File: src/rtl/branch_predictor.sv
// Direct-mapped BTB branch predictor with 2-bit saturating counters and a registered mispredict/redirect.
// Optional resolved-branch statistics counters are enabled by defining BP_STATS_EN.
module branch_predictor #(
  parameter  int unsigned ENTRIES = 16,
  localparam int unsigned IDX_W   = $clog2(ENTRIES)
) (
  input  logic        clk,
  input  logic        rst,
  input  logic        fetch_valid,
  input  logic [31:0] fetch_pc,
  output logic        pred_valid,
  output logic        pred_taken,
  output logic [31:0] pred_target,
  input  logic        flush,
  input  logic        upd_valid,
  input  logic [31:0] upd_pc,
  input  logic        upd_taken,
  input  logic [31:0] upd_target,
  input  logic        upd_pred_taken,
  input  logic [31:0] upd_pred_target,
  output logic        mispredict,
  output logic [31:0] redirect_pc
`ifdef BP_STATS_EN
  ,
  output logic [31:0] stat_branches,
  output logic [31:0] stat_mispredicts
`endif
);

  localparam int unsigned TAG_W = 30 - IDX_W;

  logic             valid_q  [ENTRIES];
  logic [TAG_W-1:0] tag_q    [ENTRIES];
  logic [31:0]      target_q [ENTRIES];
  logic [1:0]       ctr_q    [ENTRIES];

  logic             pred_valid_q, pred_taken_q;
  logic [31:0]      pred_target_q;
  logic             mispredict_q;
  logic [31:0]      redirect_pc_q;

  logic [IDX_W-1:0] f_idx, u_idx;
  logic [TAG_W-1:0] f_tag, u_tag;
  logic             f_hit, f_taken;
  logic [31:0]      f_target;
  logic             u_hit, u_write, mis_d;
  logic [1:0]       ctr_cur, ctr_d;
  logic [31:0]      redirect_d;

  assign f_idx = fetch_pc[IDX_W+1:2];
  assign f_tag = fetch_pc[31:IDX_W+2];
  assign u_idx = upd_pc[IDX_W+1:2];
  assign u_tag = upd_pc[31:IDX_W+2];

  always_comb begin
    f_hit    = valid_q[f_idx] && (tag_q[f_idx] == f_tag);
    f_taken  = f_hit && ctr_q[f_idx][1];
    f_target = f_taken ? target_q[f_idx] : fetch_pc + 32'd4;
  end

  // A miss only allocates on a taken outcome; not-taken misses leave the table alone.
  always_comb begin
    u_hit   = valid_q[u_idx] && (tag_q[u_idx] == u_tag);
    ctr_cur = ctr_q[u_idx];
    ctr_d   = ctr_cur;
    if (u_hit) begin
      if (upd_taken) begin
        if (ctr_cur != 2'b11) ctr_d = ctr_cur + 2'd1;
      end else begin
        if (ctr_cur != 2'b00) ctr_d = ctr_cur - 2'd1;
      end
    end else begin
      ctr_d = 2'b10;
    end
    u_write    = upd_valid && (u_hit || upd_taken);
    mis_d      = upd_valid && ((upd_taken != upd_pred_taken) ||
                               (upd_taken && (upd_target != upd_pred_target)));
    redirect_d = upd_taken ? upd_target : upd_pc + 32'd4;
  end

  always_ff @(posedge clk) begin
    if (rst) begin
      for (int unsigned i = 0; i < ENTRIES; i++) begin
        valid_q[i]  <= 1'b0;
        tag_q[i]    <= '0;
        target_q[i] <= '0;
        ctr_q[i]    <= '0;
      end
    end else if (u_write) begin
      valid_q[u_idx] <= 1'b1;
      tag_q[u_idx]   <= u_tag;
      ctr_q[u_idx]   <= ctr_d;
      if (upd_taken) target_q[u_idx] <= upd_target;
    end
  end

  always_ff @(posedge clk) begin
    if (rst) begin
      pred_valid_q  <= 1'b0;
      pred_taken_q  <= 1'b0;
      pred_target_q <= '0;
      mispredict_q  <= 1'b0;
      redirect_pc_q <= '0;
    end else begin
      pred_valid_q  <= fetch_valid && !flush;
      pred_taken_q  <= fetch_valid && !flush && f_taken;
      pred_target_q <= f_target;
      mispredict_q  <= mis_d;
      if (upd_valid) redirect_pc_q <= redirect_d;
    end
  end

  assign pred_valid  = pred_valid_q;
  assign pred_taken  = pred_taken_q;
  assign pred_target = pred_target_q;
  assign mispredict  = mispredict_q;
  assign redirect_pc = redirect_pc_q;

`ifdef BP_STATS_EN
  logic [31:0] stat_br_q, stat_mis_q;

  always_ff @(posedge clk) begin
    if (rst) begin
      stat_br_q  <= '0;
      stat_mis_q <= '0;
    end else begin
      if (upd_valid) stat_br_q  <= stat_br_q + 32'd1;
      if (mis_d)     stat_mis_q <= stat_mis_q + 32'd1;
    end
  end

  assign stat_branches    = stat_br_q;
  assign stat_mispredicts = stat_mis_q;
`endif

endmodule

File: config.mk
export PLATFORM = sky130hd
export DESIGN_NAME = branch_predictor
export DESIGN_NICKNAME = d
export VERILOG_FILES = /design/src/rtl/branch_predictor.sv
export SDC_FILE = /design/constraint.sdc
export NUM_CORES = 2
export LEC_CHECK = 0
export ABC_AREA = 1
export BUFFER_PORTS_ARGS = -buffer_cell sky130_fd_sc_hd__buf_2
export CORE_MARGIN = 3
export CORE_UTILIZATION = 53
export DETAILED_ROUTE_END_ITERATION = 8
export PLACE_DENSITY_LB_ADDON = 0.12
export SYNTH_ARGS = -nofsm -noshare
export SYNTH_HDL_FRONTEND = slang
export SYNTH_SLANG_ARGS = --single-unit
File: constraint.sdc
create_clock -name clk -period 6.8 [get_ports clk]
set_input_delay 0.34 -clock clk [delete_from_list [all_inputs] [get_ports clk]]
set_output_delay 0.34 -clock clk [all_outputs]
set_load 0.01 [all_outputs]
Word-level counts from Yosys, hierarchy flattened
Memory sizes are Yosys's and may differ from the RTL's.
Index checks and enable logic that the tools add are counted.
Widths: inputs -> output; s select.
{"block": "word_totals", "register_bits": 67, "latchBits": 0, "ramBits": 976, "mem_bits_ro": 0, "input_bits": 135, "output_inout_bits": 67, "elab_cells": 61, "memories": 4}
{"block": "classes", "n_addsub": 4, "multipliers": 0, "n_div": 0, "magnitude_cmp": 0, "eq_ne": 5, "shift": 0, "muxes": 27, "n_bitwise": 0, "reduce_logical": 16}
{"name": "target_q", "depth": 16, "word_bits": 32, "rd": 1, "rd_clocked_by_memory_dff": 0, "write_ports": 16, "line": "34", "rtl": "logic [31:0] target_q [ENTRIES];"}
{"name": "tag_q", "depth": 16, "word_bits": 26, "rd": 2, "rd_clocked_by_memory_dff": 0, "write_ports": 16, "line": "33", "rtl": "logic [TAG_W-1:0] tag_q [ENTRIES];"}
{"name": "ctr_q", "depth": 16, "word_bits": 2, "rd": 2, "rd_clocked_by_memory_dff": 0, "write_ports": 16, "line": "35", "rtl": "logic [1:0] ctr_q [ENTRIES];"}
{"name": "valid_q", "depth": 16, "word_bits": 1, "rd": 2, "rd_clocked_by_memory_dff": 0, "write_ports": 16, "line": "32", "rtl": "logic valid_q [ENTRIES];"}
{"op": "$mux 32", "n": 3}
{"op": "$add 32x3->32 const B", "n": 2}
{"op": "$eq 26x26->1", "n": 2}
{"op": "$ne 32x32->1", "n": 1}
{"op": "$reduce_or 32->1", "n": 1}
{"op": "$mux 26", "n": 1}
{"op": "$reduce_or 26->1", "n": 1}
{"op": "$mux 4", "n": 4}
{"op": "$mux 1", "n": 14}
{"op": "$mux 2", "n": 5}
{"op": "$logic_and 1x1->1", "n": 8}
{"op": "$add 2x1->2 const B", "n": 1}
{"op": "$logic_or 1x1->1", "n": 2}
{"op": "$ne 2x2->1 const B", "n": 1}
{"op": "$reduce_bool 2->1", "n": 1}
{"op": "$reduce_or 2->1", "n": 1}
{"op": "$sub 2x1->2 const B", "n": 1}
{"op": "$logic_not 1->1", "n": 1}
{"op": "$ne 1x1->1", "n": 1}
{"op": "$reduce_or 1->1", "n": 1}

Depth between registers and ports, before layout
An unclocked memory read counts as a cell.
{"block": "logic_depth", "ltp_word": 10, "ltp_mapped": 24, "depth_no_buf": 19}

Worst setup path after synthesis
OpenSTA, ideal clock, no wires.
{"block": "synth_path", "path_type": "in2reg", "start": "input port upd_pc[2]", "end": "memory ctr_q[3][0] (enable)", "setup_time_ns": 0.385, "t_arrival_ns": 2.910, "t_required_ns": 6.415, "path_slack_ns": 3.504, "path_stages": 21, "path_buffers": 6, "cell_sequence": "buf_4 -> buf_4 -> buf_2 -> o21ai_0 -> o21ai_1 -> nand2_1 -> nand2_1 -> nor2_1 -> nand2_1 -> nand2_1 -> nand2_1 -> nor2_1 -> nand2_1 -> nor2_1 -> nand3_1 -> nand2_2 -> buf_6 -> nand2_2 -> buf_2 -> buf_4 -> nand2_1"}
{"item": "start: declaration", "line": "16", "rtl": "input logic [31:0] upd_pc,"}
{"item": "end: declaration", "line": "35"}

==> metrics <==
Die Height=325 um; first-pass GRT wire length=288000 um; placed wire-length estimate=122000 um; Final #Nets=6560; period utilization=0.677; IO Count=202; initial core utilization=0.537; leading cell types in the layout, fill and taps excluded=nor2_1, nand2_1, edfxtp_1; Lkg Pwr=24.8 nW; worst vdd ir=0.192 mV; maximum root-to-sink buffer count=3; largest area contributor in the synthesized netlist=edfxtp_1; startpoint types=primary input; initial DRC count=6839; setup_tns=0 ns; Worst Skew=0.0510 ns; wire length on met1=78900 um; simple-gate share of the synthesized area=0.248; xor-xnor portion of the synthesized cell area=0.00827; met3 routed WL=27900 um; Setup WS post-layout=2.19 ns; Port Buffer Count=201; cell row count=116; max_cap viols=0; highest routed metal layer=met5; # clock sinks=1043; Placer Congestion=0.992; CTS tree=done; Area contributors post-synth=edfxtp_1, nor2_1, nand2_1; synth unique cells=40; die area=106000 um2; DR pass1 iterations=6; clock transition at the registers of the reported paths=0.06 ns; mux contribution to synthesized area=0; count of pins over their slew limit=0; Min-Delay Path Class=in2reg; Fmax=217 MHz; CTS Buf Count=111; setup violators final=0; Mapped Avg Cell Area=8.34 um2; initial antenna violation count=9; Synth top area share=0.534; pre-CTS WS=1.72 ns; kind of critical path=in2reg; Fin. Hold Viols=0; Post-Syn Nets=6613; largest net degree at the start of global routing=182; Routed WL=199000 um; die width=325 um; outcome=completed; CP max FO=86; critical path's most frequent cell=nand2_1; post-cts sizing count=0; share of cells above drive strength 1=0.0832; Slowest cell on crit path=nand2_2; Final ANT Viol Nets=0; Top delay family on crit path=simple AND/OR/NAND/NOR gates; worst path bufs/invs=3; P&R area growth vs syn=10.2%; Skew-Pair Late Insertion Delay=0.73 ns; gr usage total=0.367; Avg Vias per Cell=6.02; cell area after synthesis=54000 um2; Core Area=101000 um2; min cycle time layout=4.61 ns; vias in the first global route=43700; crit path cell chain=buf_8, inv_4, buf_4, nand2_1, nand3_1, nand2_1, nand2_1, nand2_1, nor2_1, nand2_1, nand2_1, nand2_1, nor2_1, nand2_1, nor2_1, nand3_1, nand2_2, nand2_2, nand2_2; largest family of logic cells by synthesized area=simple AND/OR/NAND/NOR gates; Worst path max stage delay=0.81 ns; Seq/Total Area, Yosys=0.565; adder-cell share of the synthesized area=0.00116; Relative slew margins=0.131; Critical Path AT=4.92 ns; Worst Tran Pin Value=1.30 ns; Crit. End Element=register; RSZ-0062 raised after global routing=no; PD cells=262 nW/um2; DRC errors left=0; DR WL met2=82800 um; Synth Area in Compound Gates=0.103; via count=47400; H-tree depth=3; Root Buffer=clkbuf_16; most common cell after layout, fill and taps aside=nor2_1; Yosys warnings=0; CP required=7.11 ns; routed len/inst=25.2 um; FF+latch count, synth=1043; GRT overflow=0; cell count after synthesis=6473
-- state kept, by name (all words and copies together) (netlist names) --
name         flops
target_q       512
tag_q          416
ctr_q           32
pred_target     32
redirect_pc     32
valid_q         16
mispredict       1
pred_taken       1
pred_valid       1
-- cell usage after synthesis --
cell type / count
and2_1: 1
and2_0: 1
nand2_2: 2
a41oi_1: 1
xor2_1: 49
o221ai_1: 22
nor2_2: 3
a221oi_1: 19
inv_1: 442
nor4_1: 4
dfxtp_1: 83
nand3b_1: 3
a2111oi_0: 2
o21ai_0: 456
a21oi_1: 162
nor2_1: 1585
buf_1: 16
nor3_2: 3
buf_6: 16
nand2_1: 1479
o21ai_1: 14
a31oi_1: 20
o211ai_1: 140
or2_2: 3
ha_1: 5
nor3b_1: 3
inv_2: 13
clkinv_1: 48
o2111ai_1: 18
nor3_1: 23
edfxtp_1: 960
buf_2: 133
nand3_1: 316
buf_4: 21
nand4_1: 9
o22ai_1: 100
xnor2_1: 2
a21o_1: 2
clkbuf_1: 292
a211oi_1: 2
-- final timing paths --
path                            cells after the start  slack [ns]            from     endpoint
worst max-delay path                               19        2.19       upd_pc[2]  tag_q[3][6]
worst min-delay path                                3        0.05  upd_pred_taken   mispredict
worst max register to register                     17        2.80   tag_q[10][12]  tag_q[3][6]
worst min register to register                      2        0.45     valid_q[14]  valid_q[14]
-- cells by family (layout without fill, tap and decap cells) --
| family | count (synthesis) | in the layout |
|---|---|---|
| XOR/XNOR | 51 | 51 |
| buffers and inverters | 981 | 1024 |
| flip-flops | 1043 | 1043 |
| other | 0 | 3 |
| AND/OR/NAND/NOR | 3435 | 3435 |
| adder cells (fa/ha/maj) | 5 | 5 |
| AO/OA/AOI/OAI | 958 | 958 |
-- power by group --
| group | leakage (nW) | switching [mW] | internal [mW] | total [mW] |
|---|---|---|---|---|
| Sequential | 9.83 | 0.111 | 7.34 | 7.45 |
| Combinational | 13.2 | 1.41 | 0.455 | 1.87 |
| Clock | 1.81 | 2.69 | 3.60 | 6.29 |
-- cell type report --
| type | instances | area [um2] |
|---|---|---|
| clock buffer | 141 | 3000 |
| inverter | 503 | 1910 |
| fill | 8901 | 41100 |
| sequential | 1043 | 30500 |
| multi-input combinational | 4449 | 19600 |
| clock inverter | 68 | 747 |
| antenna | 3 | 7.51 |
| timing repair buffer | 312 | 2030 |
| tap | 1357 | 1700 |
-- per-layer routing --
layer	up-vias	global-route usage
met2	3132	0.524
met1	22700	0.522
met4	4	0.159
li1	21200	-
met5	-	0
met3	418	0.105
-- repair_timing --
| item | in CTS | in global routing |
|---|---|---|
| hold endpoints to repair | 11 | 0 |
| buffers inserted | 0 | 0 |
| hold buffers | 13 | 0 |
-- worst reg2reg max path, cell delays in order, from the launching register on --
cell and delay, ns:
edfxtp_1 0.40, nor2_1 0.11, nor2_1 0.06, nand2_1 0.07, nand2_1 0.05, nand2_1 0.06
nand2_1 0.11, nor2_1 0.42, nand2_1 0.10, nand2_1 0.09, nand2_1 0.05, nor2_1 0.10
nand2_1 0.13, nor2_1 0.13, nand3_1 0.11, nand2_2 0.29, nand2_2 0.50, nand2_2 0.82
-- per-stage QoR --
| step | hold WS [ns] | utilization | total power, mW | cell area, um2 | instances |
|---|---|---|---|---|---|
| global placement | 0.441 | 0.553 | 9.35 | 55600 | 7651 |
| floorplan | 0.419 | - | 8.65 | 54000 | 6473 |
| finish | 0.0451 | 0.591 | 15.6 | 59500 | 7876 |
| detailed placement | 0.445 | 0.553 | 9.37 | 55600 | 7651 |
| CTS | 0.0151 | 0.591 | 15.6 | 59500 | 7873 |
| global route | 0.0633 | 0.591 | 16.0 | 59500 | 7873 |
Note: power is estimated with default switching activity, not from simulation.
